File: src/rtl/pipeline_flow_ctrl.sv
// Pipeline freeze/bubble control: turns ID-stage hazard flags into PC/if2id/id2exe controls,
// tracks an outstanding branch until EXE resolves it, and keeps stall counters plus a timeout flag.
module pipeline_flow_ctrl #(
  parameter int unsigned CNT_W      = 32,
  parameter int unsigned BR_TIMEOUT = 8
) (
  input  logic             Clk,
  input  logic             Reset_n,
  input  logic             Stall_data_hazard,
  input  logic             Stall_ctrl_hazard,
  input  logic             Branch_resolved,
  input  logic             Branch_taken,
  output logic             Pc_we,
  output logic             Pc_sel_branch,
  output logic             If2id_we,
  output logic             If2id_nop,
  output logic             Id2exe_nop,
  output logic [CNT_W-1:0] Data_stall_cnt,
  output logic [CNT_W-1:0] Ctrl_stall_cnt,
  output logic             Br_timeout_err
);

  localparam int unsigned WAIT_W = $clog2(BR_TIMEOUT) + 1;
  localparam logic [WAIT_W-1:0] WAIT_LAST = WAIT_W'(BR_TIMEOUT - 1);
  localparam logic [CNT_W-1:0]  CNT_MAX   = '1;

  typedef enum logic [0:0] {RUN, BR_WAIT} state_t;

  state_t            state_q, state_d;
  logic [WAIT_W-1:0] wait_q, wait_d;
  logic              data_inc, ctrl_inc, err_set;

  // State, wait counter, saturating stall counters and sticky error
  always_ff @(posedge Clk) begin
    if (!Reset_n) begin
      state_q        <= RUN;
      wait_q         <= '0;
      Data_stall_cnt <= '0;
      Ctrl_stall_cnt <= '0;
      Br_timeout_err <= 1'b0;
    end else begin
      state_q <= state_d;
      wait_q  <= wait_d;
      if (data_inc && (Data_stall_cnt != CNT_MAX))
        Data_stall_cnt <= Data_stall_cnt + CNT_W'(1);
      if (ctrl_inc && (Ctrl_stall_cnt != CNT_MAX))
        Ctrl_stall_cnt <= Ctrl_stall_cnt + CNT_W'(1);
      if (err_set)
        Br_timeout_err <= 1'b1;
    end
  end

  // Next state and Mealy controls; defaults are the NOP-flush values used during reset
  always_comb begin
    state_d       = state_q;
    wait_d        = wait_q;
    Pc_we         = 1'b0;
    Pc_sel_branch = 1'b0;
    If2id_we      = 1'b1;
    If2id_nop     = 1'b1;
    Id2exe_nop    = 1'b1;
    data_inc      = 1'b0;
    ctrl_inc      = 1'b0;
    err_set       = 1'b0;

    if (Reset_n) begin
      case (state_q)
        RUN: begin
          if (Stall_data_hazard) begin
            If2id_we  = 1'b0;
            If2id_nop = 1'b0;
            data_inc  = 1'b1;
          end else if (Stall_ctrl_hazard) begin
            Id2exe_nop = 1'b0;
            state_d    = BR_WAIT;
            wait_d     = '0;
            ctrl_inc   = 1'b1;
          end else begin
            Pc_we      = 1'b1;
            If2id_nop  = 1'b0;
            Id2exe_nop = 1'b0;
          end
        end
        BR_WAIT: begin
          ctrl_inc = 1'b1;
          if (Branch_resolved) begin
            Pc_we         = 1'b1;
            Pc_sel_branch = Branch_taken;
            state_d       = RUN;
          end else if (wait_q == WAIT_LAST) begin
            // Give up on the branch and fall through to PC+4
            Pc_we   = 1'b1;
            err_set = 1'b1;
            state_d = RUN;
          end else begin
            wait_d = wait_q + WAIT_W'(1);
          end
        end
        default: state_d = RUN;
      endcase
    end
  end

endmodule
File: config.mk
export PLATFORM = sky130hd
export DESIGN_NAME = pipeline_flow_ctrl
export DESIGN_NICKNAME = d
export VERILOG_FILES = /design/src/rtl/pipeline_flow_ctrl.sv
export SDC_FILE = /design/constraint.sdc
export NUM_CORES = 1
export LEC_CHECK = 0
export CAP_MARGIN = 25
export CORE_ASPECT_RATIO = 0.5
export CORE_MARGIN = 4
export CORE_UTILIZATION = 51
export CTS_CLUSTER_DIAMETER = 50
export DETAILED_ROUTE_END_ITERATION = 8
export PLACE_DENSITY = 0.88
export SETUP_SLACK_MARGIN = 0.1
export SYNTH_ARGS = -nofsm -noshare
export SYNTH_HDL_FRONTEND = slang
export SYNTH_SLANG_ARGS = --single-unit
File: constraint.sdc
create_clock -name Clk -period 2.4 [get_ports Clk]
set_clock_uncertainty 0.05 [all_clocks]
set_input_delay 0.24 -clock Clk [delete_from_list [all_inputs] [get_ports Clk]]
set_output_delay 0.24 -clock Clk [all_outputs]
set_load 0.05 [all_outputs]
---- Word level (Yosys, flattened, before mapping) ----
Index checks and enable logic that the tools add are counted.
operators by class
  $add $sub $neg .......................... 3
  equal/unequal tests ..................... 7
  mux-type cells .......................... 34
  bitwise logic cells ..................... 1
  reductions and logical operators ........ 3
operators by type and width
  kind                                                 count
  adder 32 x 1 -> 32 bit, second input constant        2
  != test 32 bit, second input constant                2
  2-to-1 mux 1 bit                                     26
  2-to-1 mux 4 bit                                     4
  != test 2 bit, second input constant                 4
  one-hot mux 4 bit (2 select lines)                   1
  one-hot mux 1 bit (2 select lines)                   3
  adder 4 x 1 -> 4 bit, second input constant          1
  equality test 4 x 3 -> 1 bit, second input constant  1
  AND reduction 4 bit                                  1
  logical AND 1 bit                                    2
  inverter 1 bit                                       1
storage, ports and cells
  flip-flop bits (word level) ............. 70
  output and inout port bits .............. 70
  word-level logic and storage cells ...... 53

---- Depth between registers and ports, before layout ----
  word-level depth ........................ 5
  mapped depth ............................ 8
  mapped depth without buffers ............ 7

---- Least setup slack after synthesis ----
OpenSTA, ideal clock, no wires.
  kind .................................... register -> register
  start ................................... reg Ctrl_stall_cnt[0]
  end ..................................... reg Ctrl_stall_cnt[2]
  setup time .............................. 88 ps
  arrival ................................. 2380 ps
  required time ........................... 2262 ps
  slack ................................... -118 ps
  stages on the path, launching flop included .. 8
  path buffers ............................ 1
  cells stage by stage .................... dfxtp_1 -> ha_1 -> nand3_2 -> or4_4 -> o31ai_4 -> buf_4 -> o211ai_1 -> o31ai_1
on the way
  cells in the longest elaborated chain, start to end .. 2
  elaborated cells on any way between the ends .. 3
ends and longest elaborated chain
  element                                                                         line  source
  start: declaration                                                              19    output logic [CNT_W-1:0] Ctrl_stall_cnt,
  start signal: assignment                                                        47    Ctrl_stall_cnt <= Ctrl_stall_cnt + CNT_W'(1);
  parallel branches: the longest is 2 deep, another holds adder 32 x 1 -> 32 bit  --
Several ways; the timed one is not identified.
A chain may end at the register's enable or synchronous reset.

---- Worst setup path after layout ----
  start ................................... reg Ctrl_stall_cnt[0]
  end ..................................... reg Ctrl_stall_cnt[28]
The elaborated chain is that of the path after synthesis.

==> reports/qor.yml <==
status: "finished, final reports clean"
ys_warn_count: 0
cell_internal_pwr_mw: 2.03
cp-start-kind: "register"
grt_max_degree: 49
synth_fp_nets: 425
synth_area_leaders: "dfxtp_1, a21oi_1, or3_1, nand3_1, nand4_1"
fin_tns_setup_ps: 0
p_per_area_nw_per_um2: 529
overflow: 0
critPathLaunch: "Ctrl_stall_cnt[0]$_SDFFE_PN0P_"
layout.nets: 525
p_sw_uw: 590
syn_inst: 416
antenna_found_initial: 0
initial_core_util_pct: 53.0
core-area_sq_um: 6730
pwr-share-seq_pct: 45.2
cts_tree: "yes"
synth_top_area_share_pct: 39.3
worstPathCellList: "ha_4 -> nand3_4 -> or4_4 -> buf_4 -> a211oi_2 -> nand3_1 -> mux2i_1"
yosysSeqAreaShare_pct: 39.3
synth_edf_count: 0
critical_path_buf_inv_count: 1
tightest_slew_ps: 533
fp.dieW_microns: 126
period_share_pct: 93.0
grt_pass1_vias: 3428
first_iter_violations: 351
yosys_register_bits: 70
dp_cells: 594
crit_required_ps: 2580
post-place-ws_ps: 65.1
hp-start: "Br_timeout_err$_SDFFE_PN0P_"
grt_pass1_wl_mm: 15.5
synth_most_common_cell: "dfxtp_1"
cts-root-buf: "clkbuf_16"
critPathCaptureType: "register"
place.gp.congestion: 0.865
min_period_ps: 2230
io-pin-count: 76
vias_per_cell: 5.97
drv_cap: 0
p_leak_nw: 1.65
hpwl_mm: 6.48
layout-drive-gt1-share_pct: 14.6
hold_viol_final: 0
diodes: 0
wl_mm: 9.35
yosysUniqueCellTypes: 51
die_height_microns: 67.1
combinationalPowerShare_pct: 6.3
clkSlewWorstSetupHoldPaths_ps: 50
multi_input_area_sq_um: 2080
fmaxAchievable_mhz: 448
area_growth_pct: 38.9
p_clk_share_pct: 48.5
netlist_area_sq_um: 3560
timing.rr.start: "Ctrl_stall_cnt[0]$_SDFFE_PN0P_"
cts.path.max_buffers: 2
cts_buffers: 9
drv_slew: 0
drc: 0
synth_common_cells: "dfxtp_1, a21oi_1, nand2_1"
seq_area_sq_um: 1420
cp_top_family: "simple AND/OR/NAND/NOR gates"
p_sw_share_pct: 22.5
wl_per_cell_microns: 15.2
portBuffers: 75
layout_setup_ws_ps: 167
drt_pass1_iterations: 5
num_rows: 21
min_path_type: "register to register"
cp_max_fo: 7
htreeDepth: 3
synthFlopType: "dfxtp_1"
max_stage_delay_ps: 620
p_total_mw: 2.62
fin_cells: 613
finalSetupViolations: 0
slew_headroom_pct: 64.4
cp_slowest_cell: "or4_4"
die_area_sq_um: 8470
peakVddDrop_v: 0.000436
syn_area_per_cell_sq_um: 8.57
cts_sinks: 70
ant_nets: 0
synthArstFlopShare_pct: 0
clk_latency_ps: 340
crit_type: "register to register"
fillers: 502
worstPathArrival_ps: 2410
synth_area_leader_cell: "dfxtp_1"
vias: 3657
grt.total_usage_pct: 22.4
rsz0062_at_grt: "no"
area by class of cell:
| cell class | instances | share of cell area (%) |
|---|---|---|
| well taps | 92 | 2.32 |
| multi-input cells | 322 | 42.1 |
| repair buffers | 104 | 20.6 |
| clock inverters | 5 | 1.01 |
| clock buffers | 11 | 4.70 |
| flip-flops and latches | 70 | 28.6 |
| inverters | 9 | 0.682 |
power by group through the flow:
stage | Sequential (mW) | Clock [mW] | Combinational (mW)
2_1_floorplan | 1.23 | 0 | 0.0748
3_3_place_gp | 1.21 | 0 | 0.157
3_5_place_dp | 1.21 | 0 | 0.160
4_1_cts | 1.18 | 1.29 | 0.160
5_1_grt | 1.19 | 1.33 | 0.176
6_report | 1.19 | 1.27 | 0.165
sequential cells by signal, indices dropped and copies added (netlist names):
signal,cells
Ctrl_stall_cnt,32
Data_stall_cnt,32
wait_q,4
Br_timeout_err,1
state_q,1
kinds of logic (layout without fill, tap and decap cells):
logic type / Yosys count / count (layout) / synth area share [%]
muxes: 11 / 11 / 3.09
buffers and inverters: 24 / 129 / 3.09
xor gates and xnor gates: 10 / 10 / 2.46
and+or+nand+nor: 193 / 193 / 30.8
DFF: 70 / 70 / 39.3
adders and majority gates: 3 / 3 / 1.05
AOI/OAI and AO/OA: 105 / 105 / 20.2
metal layers:
layer	vias up	track usage [%]	wire length (microns)
met5	-	0	0
met4	0	10.2	211
met3	25	5.44	481
met2	115	38.6	4520
met1	1716	27.0	4140
li1	1801	-	-
cells in the final DEF, fill, tap and decap left out, types with 7 or more instances in the layout:
cell,netlist,layout
nand2_1,34,34
nor2_1,24,24
nand3_1,28,28
dfxtp_2,0,7
or3_1,25,25
clkbuf_16,0,9
inv_1,7,7
or4_1,9,9
o21ai_0,27,27
mux2i_1,11,11
nand4_1,22,22
clkdlybuf4s50_1,0,70
and3_1,11,11
o211ai_1,7,7
buf_4,2,29
and4_1,12,12
a21oi_1,38,38
o31ai_1,14,13
dfxtp_1,70,61
metrics by stage:
step	util [%]	hold WS [ps]	instance area, sq um
finish	73.6	432	4950
floorplan	-	346	3570
CTS	72.7	436	4890
global route	73.6	467	4950
global placement	68.5	401	4610
detailed placement	68.5	420	4610
final timing paths:
kind,to,slack (ps),cells past startpoint
hold reg to reg,Br_timeout_err$_SDFFE_PN0P_,430,2
setup / recovery,Ctrl_stall_cnt[28]$_SDFFE_PN0P_,170,7
setup reg to reg,Ctrl_stall_cnt[28]$_SDFFE_PN0P_,170,7
hold / removal,Br_timeout_err$_SDFFE_PN0P_,430,2
timing repair:
action / in CTS / in global routing
buffers inserted: 0 / 3
gates resized for setup: 0 / 7
endpoints found under the setup margin: 0 / 22
hold buffers: 0 / 0
worst min-delay path: stages, from the launching register on:
cell     delay, ps
dfxtp_1        320
nor2_1          50
nor2_1          70
Power figures use the tool's default switching activity.
